$ cat src/rtl/rr_request_agent.sv
// Requester-side agent for the 4-way round-robin arbiter: per-client pending counters
// drive request lines; each accepted grant runs a fixed-length burst, then a one-cycle release.
//
//   state   | meaning
//   IDLE    | sampling grant, waiting for a one-hot grant to a requesting client
//   BURST   | driving beats 0..BURST_LEN-1 for the latched owner
//   RELEASE | one cycle with request[owner] forced low so the arbiter rotates
module rr_request_agent #(
    parameter int NCH       = 4,
    parameter int BURST_LEN = 4,
    parameter int CNT_W     = 3,
    localparam int SRC_W    = (NCH > 1) ? $clog2(NCH) : 1
) (
    input  logic               clk,
    input  logic               reset,
    input  logic [NCH-1:0]     push,
    input  logic [NCH-1:0]     grant,
    output logic [NCH-1:0]     request,
    output logic               bus_valid,
    output logic [SRC_W-1:0]   bus_src,
    output logic [3:0]         bus_beat,
    output logic [NCH-1:0]     done,
    output logic [NCH*CNT_W-1:0] pending,
    output logic               overflow,
    output logic               grant_err
);

    typedef enum logic [1:0] {IDLE, BURST, RELEASE} state_t;

    localparam logic [3:0]       LAST    = 4'(BURST_LEN - 1);
    localparam logic [CNT_W-1:0] CNT_MAX = {CNT_W{1'b1}};

    state_t               state, state_nx;
    logic [SRC_W-1:0]     owner, owner_nx;
    logic [SRC_W-1:0]     gidx;
    logic                 grant_multi, grant_one;
    logic                 complete;
    logic                 valid_nx;
    logic [SRC_W-1:0]     src_nx;
    logic [3:0]           beat_nx;
    logic [NCH-1:0]       done_nx;
    logic [NCH-1:0]       req_nx;
    logic [NCH*CNT_W-1:0] pend_nx;
    logic                 ovf_nx, gerr_nx;

    always_comb begin
        gidx = '0;
        for (int i = 0; i < NCH; i++) begin
            if (grant[i]) gidx = SRC_W'(i);
        end
        grant_multi = (grant & (grant - NCH'(1))) != '0;
        grant_one   = (grant != '0) && !grant_multi;
    end

    always_comb begin
        state_nx = state;
        owner_nx = owner;
        valid_nx = 1'b0;
        src_nx   = '0;
        beat_nx  = '0;
        done_nx  = '0;
        gerr_nx  = grant_err;
        complete = 1'b0;
        case (state)
            IDLE: begin
                // request is checked too, so a grant to an idle client is dropped
                if (grant_one && ((grant & request) != '0)) begin
                    state_nx      = BURST;
                    owner_nx      = gidx;
                    valid_nx      = 1'b1;
                    src_nx        = gidx;
                    done_nx[gidx] = (LAST == 4'd0);
                end else if (grant_multi) begin
                    gerr_nx = 1'b1;
                end
            end
            BURST: begin
                if (bus_beat == LAST) begin
                    complete = 1'b1;
                    state_nx = RELEASE;
                end else begin
                    valid_nx       = 1'b1;
                    src_nx         = owner;
                    beat_nx        = bus_beat + 4'd1;
                    done_nx[owner] = (beat_nx == LAST);
                end
            end
            RELEASE: state_nx = IDLE;
            default: state_nx = IDLE;
        endcase
    end

    always_comb begin
        pend_nx = pending;
        ovf_nx  = overflow;
        req_nx  = '0;
        for (int i = 0; i < NCH; i++) begin
            logic inc, dec;
            inc = push[i];
            dec = complete && (owner == SRC_W'(i));
            if (inc && !dec) begin
                if (pending[i*CNT_W +: CNT_W] == CNT_MAX) ovf_nx = 1'b1;
                else pend_nx[i*CNT_W +: CNT_W] = pending[i*CNT_W +: CNT_W] + CNT_W'(1);
            end else if (dec && !inc) begin
                pend_nx[i*CNT_W +: CNT_W] = pending[i*CNT_W +: CNT_W] - CNT_W'(1);
            end
            req_nx[i] = (pend_nx[i*CNT_W +: CNT_W] != '0) &&
                        !((state_nx == RELEASE) && (owner_nx == SRC_W'(i)));
        end
    end

    always_ff @(posedge clk) begin
        if (reset) begin
            state     <= IDLE;
            owner     <= '0;
            request   <= '0;
            bus_valid <= 1'b0;
            bus_src   <= '0;
            bus_beat  <= '0;
            done      <= '0;
            pending   <= '0;
            overflow  <= 1'b0;
            grant_err <= 1'b0;
        end else begin
            state     <= state_nx;
            owner     <= owner_nx;
            request   <= req_nx;
            bus_valid <= valid_nx;
            bus_src   <= src_nx;
            bus_beat  <= beat_nx;
            done      <= done_nx;
            pending   <= pend_nx;
            overflow  <= ovf_nx;
            grant_err <= gerr_nx;
        end
    end

endmodule

$ cat config.mk
export PLATFORM = sky130hd
export DESIGN_NAME = rr_request_agent
export DESIGN_NICKNAME = d
export VERILOG_FILES = /design/src/rtl/rr_request_agent.sv
export SDC_FILE = /design/constraint.sdc
export NUM_CORES = 1
export LEC_CHECK = 0
export ABC_AREA = 1
export BUFFER_PORTS_ARGS = -buffer_cell sky130_fd_sc_hd__buf_2
export CAP_MARGIN = 20
export CORE_UTILIZATION = 58
export CTS_BUF_LIST = sky130_fd_sc_hd__clkbuf_8 sky130_fd_sc_hd__clkbuf_16
export DETAILED_ROUTE_END_ITERATION = 10
export PLACE_DENSITY = 0.9
export RECOVER_POWER = 100
export SLEW_MARGIN = 20
export SYNTH_ARGS = -nofsm -noshare
export SYNTH_HDL_FRONTEND = slang
export SYNTH_SLANG_ARGS = --single-unit
export TNS_END_PERCENT = 20
$ cat constraint.sdc
create_clock -name clk -period 3.33 [get_ports clk]
set_input_delay 0.666 -clock clk [delete_from_list [all_inputs] [get_ports clk]]
set_output_delay 0.666 -clock clk [all_outputs]
set_load 0.02 [all_outputs]
==> metrics.txt, run 1 <==
# fillers=272; Worst Path Class, Setup=input pin to flop; Final Max Tran Viols=0; number of synthesized flops with an enable pin=0; TritonCTS clock tree=yes; H-tree level count=2; std cell rows=20; estimated wirelength of the detail-placed design=2980 µm; #FFs+latches synth=33; cts hold-fix bufs=0; maximum vdd ir drop=0.000301 V; worst skew pair latency=0.29 ns; multiplexer share of the synthesized area=0%; Rel. slew slack=49.3%; Leak Pwr=0.000969 µW; CTS buffer count=5; Synth Area in Adders=6.69%; buffers inserted by post-CTS timing repair=0; commonest cells in the netlist=nand2_1 (59), dfxtp_1 (33), a21oi_1 (23), inv_1 (23), nor2_1 (18); 1st-pass router iterations=4; library cells used by synthesis=28; main combinational cell family by area after synthesis=simple AND/OR/NAND/NOR gates; clock edge transition at the registers on the reported setup and hold paths=0.06 ns; register area share after synthesis=35.3%; final wirelength=4040 µm; final hold vios=0; layout cell share with drive strength beyond 1=10.7%; post-synthesis compound-gate area fraction=10.6%; met3 WL post-DR=228 µm; Final Util=68.3%; Die ar.=0.00346 mm²; Layout Nets=309; Met1 Wirelength=1910 µm; GRT Util Overall=24.8%; Yosys top cell by area=dfxtp_1; fin crit share=67.2%; Power Total=881 µW; quantity of gates resized following cts=0; synthesized instance count=250; routed wl met2=1850 µm; Post-Synth XOR/XNOR Area=2.81%; Core Area=0.00305 mm²; total negative setup slack=0 ns; vias in the first global route=1543; maximum clock rate=447 MHz; n_diodes=0; Worst-Margin Slew=0.761 ns; WL per Instance=12.1 µm; post-synthesis simple-gate area fraction=36.8%; clock sink total=33; Clk Tree Root Cell=clkbuf_8; via count=1786; Synth-to-Final Area Change=11.5%; vias per cell=5.35; Area contributors post-synth=dfxtp_1 (35%), nand2_1 (12%), ha_1 (6.7%); global-route wire length before repair=6520 µm; required time of the critical path=3.49 ns; status=complete, no violations; Top FF cell, synth=dfxtp_1; skew final=0.00519 ns; startpoint types=input pin; Die Width=58.8 µm; largest net degree at the start of global routing=21; post-synthesis async set-or-reset flop share=0%; synthesized area per cell=7.48 µm²; post-route cell area=0.00209 mm²; Port Buffers=38; Die Y-Extent=58.8 µm; GPL Wtd Cong=0.869; crit end category=flop; Worst EP arrival=2.40 ns; Ports=39; HP Class=flop to flop; crit path time final=2.24 ns; Post-route DRC=0; global route overflow=0; most instantiated library cell after synthesis=nand2_1; Mapped Area=0.00187 mm²; top sig layer=met4; post-route ant nets=0; worst hold slack=0.489 ns; clock tree buffer depth=2; CP Max Fanout=17; unrepaired setup endpoints after global routing=no; post-synth net total=270; Placement Cell Area=0.00207 mm²; max-cap viol count=0; PwrDens=423 mW/mm²; initial DRC count=122; Initial Util=61.3%; top cell type's share of synthesized area=35.3%; Ys Warns=0; Final setup viols=0; initial antenna violation count=0
final cells by class:
type	count	area, µm²	area share [%]
clock buffer	5	68.8	3.30
inverter	26	97.6	4.68
sequential	33	661	31.7
tap	44	55.1	2.64
timing repair buffer	38	151	7.26
multi-input combinational	185	1040	49.8
clock inverter	3	13.8	0.660
flip-flops by register name, summed over array words and instances, names as in the netlist:
name / count
bus_beat: 4
bus_src: 2
bus_valid: 1
done: 4
grant_err: 1
overflow: 1
owner: 2
pending: 12
request: 4
state: 2
path summary, 6_finish.rpt:
kind                    start           to  slack (ns)  cells past startpoint
setup / recovery        reset      done[0]        1.09                      6
hold / removal    bus_beat[0]  bus_beat[0]        0.49                      1
setup reg to reg  bus_beat[0]   pending[3]        1.27                      8
hold reg to reg   bus_beat[0]  bus_beat[0]        0.49                      1
placed cells by master, fill, tap and decap left out:
master    instances
a21oi_1          23
nand2_4           5
o22ai_1           1
nand2_2           2
nand4_1          13
o21a_1            1
o21ai_0           6
nand2_1          61
xor2_1            4
nor2_1           18
o211ai_1          4
nor2_2            2
dfxtp_1          33
nand3_2           4
clkinv_1          2
nor2_4            3
ha_1             10
buf_2             7
xnor2_1           2
nand3b_1          2
nand3_1          17
a41oi_1           1
clkbuf_1         31
clkbuf_8          5
inv_1            24
nor3_1            6
inv_2             1
clkinv_2          2
per-stage QoR:
stage               instances  worst slack [ns]
finish                    334              1.09
global route              334             0.892
CTS                       334              1.40
detailed placement        326              1.35
global placement          326              1.44
floorplan                 250              1.73
power breakdown:
part,internal [µW],total (µW),switching [µW]
Clock,141,284,143
Combinational,51.5,158,106
Sequential,417,439,22.5
Total,610,881,272
cells by family (layout without fill, tap and decap cells):
| family | Yosys count | in the layout |
|---|---|---|
| AND/OR/NAND/NOR | 133 | 133 |
| XOR/XNOR | 6 | 6 |
| adder cells (fa/ha/maj) | 10 | 10 |
| buffers and inverters | 32 | 72 |
| AO/OA/AOI/OAI | 36 | 36 |
| flip-flops | 33 | 33 |
routing by layer:
| metal | vias to the layer above | GRT usage, % |
|---|---|---|
| met2 | 61 | 40.6 |
| met4 | 0 | 10.9 |
| li1 | 909 | - |
| met5 | - | 0 |
| met1 | 810 | 31.5 |
| met3 | 6 | 5.27 |
worst max-delay path, stage by stage:
cell and delay [ns]:
clkbuf_1 0.56, clkinv_1 0.51, nand2_1 0.32, clkinv_1 0.09, nand4_1 0.18, nor3_1 0.07
No activity file was read; power rests on OpenSTA's default activity.
==> run 2: changes to the inputs <==
- CORE_UTILIZATION: 58 -> 49
- PLACE_DENSITY: 0.9 -> 0.82
- clock period: 3.33 -> 1.95 ns (I/O delays scaled with it)
==> metrics.txt, run 2 (same netlist as run 1, synthesis figures left out) <==
global route overflow=0; final wirelength=4020 µm; most used cell, CP=nand2_1; Placement Cell Area=0.00211 mm²; initial antenna violation count=0; GPL Wtd Cong=0.942; unrepaired setup endpoints after global routing=no; post-route ant nets=0; startpoint types=flop; Buffers & Inverters on Critical Path=1; worst skew pair latency=0.28 ns; clock sink total=33; GRT Util Overall=21.6%; estimated wirelength of the detail-placed design=3010 µm; crit end category=flop; required time of the critical path=2.12 ns; Layout Nets=313; commonest non-fill, non-tap cell in the layout=nand2_1; std cell rows=22; vias per cell=5.23; skew final=0.00622 ns; post-route cell area=0.00217 mm²; largest net degree at the start of global routing=21; Core Area=0.00366 mm²; family with the most delay on the worst path=simple AND/OR/NAND/NOR gates; buffers inserted by post-CTS timing repair=0; Die Width=63.8 µm; Rel. slew slack=76.5%; crit path time final=1.72 ns; quantity of gates resized following cts=0; CP Max Fanout=20; Clk Tree Root Cell=clkbuf_8; Worst EP arrival=1.89 ns; clock edge transition at the registers on the reported setup and hold paths=0.07 ns; Final setup viols=0; initial DRC count=144; Synth-to-Final Area Change=16.1%; n_diodes=0; HP Class=input pin to flop; FF+latch area=661 µm²; Critical-path top delay cell=dfxtp_1; maximum clock rate=580 MHz; most flop-heavy register=pending; Final Max Tran Viols=0; Port Buffers=38; fin crit share=88.4%; Die ar.=0.00407 mm²; max-cap viol count=0; clock tree buffer depth=2; Worst-Margin Slew=0.353 ns; 1st-pass router iterations=4; H-tree level count=2; Ports=39; total negative setup slack=0 ns; crit path cell chain=ha_1 -> nand2_1 -> nor2_4 -> buf_12 -> nand2_4 -> nand2_1 -> nor2_1 -> nor3_1 -> a21oi_1; CTS buffer count=5; Worst path max stage delay=0.40 ns; TritonCTS clock tree=yes; layout cell share with drive strength beyond 1=12.2%; via count=1789; Leak Pwr=0.00101 µW; WL per Instance=11.7 µm; vias in the first global route=1572; footprint of the multi-input gates=0.00104 mm²; setup slack, reg-to-reg=0.23 ns; Worst Path Class, Setup=flop to flop; final hold vios=0; global-route wire length before repair=6840 µm; Die Y-Extent=63.8 µm; PwrDens=768 mW/mm²; # fillers=347; Post-route DRC=0; status=complete, no violations; commonest non-fill, non-tap cells in the layout=nand2_1 (62), dfxtp_1 (33), clkbuf_1 (30); cts hold-fix bufs=0; Largest register FFs=12; maximum vdd ir drop=0.000448 V; Initial Util=51.1%
==> run 2: changes by cell type in the layout (fill, tap and decap cells not counted) <==
cell       previous run  this run
buf_12                0         1
buf_2                 7         8
buf_4                 0         3
bufinv_16             0         1
clkbuf_1             31        30
clkbuf_8              5         6
clkinv_2              2         0
nand2_1              61        62
nand2_2               2         1
nand3_1              17        16
nand3_2               4         5
==> run 2: report_power, final <==
group	internal (µW)	total, µW	switching, µW
clock network	411	643	233
logic	92.0	277	185
registers	712	747	35.2
==> run 2: path summary, 6_finish.rpt <==
path / from / endpoint / cells after the start
setup / recovery: bus_beat[0] / overflow / 9
hold reg to reg: grant_err / grant_err / 1
setup reg to reg: bus_beat[0] / overflow / 9
hold / removal: push[1] / pending[4] / 3
==> run 2: final cells by class <==
type / count / share of cell area [%]
Multi-Input combinational cell: 185 / 48.0
Sequential cell: 33 / 30.4
Timing Repair Buffer: 42 / 8.99
Inverter: 26 / 4.50
Clock buffer: 6 / 3.80
Tap cell: 48 / 2.77
Clock inverter: 2 / 1.56
==> run 2: routing by layer <==
| metal | share of wire, % | up-vias | global-route usage [%] |
|---|---|---|---|
| met4 | 1.9 | 0 | 8.24 |
| met3 | 6.9 | 10 | 6.07 |
| met2 | 46 | 53 | 34.0 |
| li1 | - | 913 | - |
| met5 | 0 | - | 0 |
| met1 | 45 | 813 | 27.7 |
==> run 2: metrics by stage <==
step	util, %	hold slack [ns]	setup WS (ns)	cells	power, µW
floorplan	-	0.530	0.348	250	960
global placement	57.8	0.449	0.366	334	1040
detailed placement	57.8	0.451	0.323	334	1050
CTS	60.9	0.437	0.298	342	1690
global route	59.3	0.472	0.0892	342	1750
finish	59.3	0.446	0.226	342	1670
==> run 2: worst reg2reg max path, cell delays in order (launching register included) <==
cell     delay [ns]
dfxtp_1        0.40
ha_1           0.24
nand2_1        0.12
nor2_4         0.12
buf_12         0.17
nand2_4        0.07
nand2_1        0.15
nor2_1         0.07
nor3_1         0.19
a21oi_1        0.08
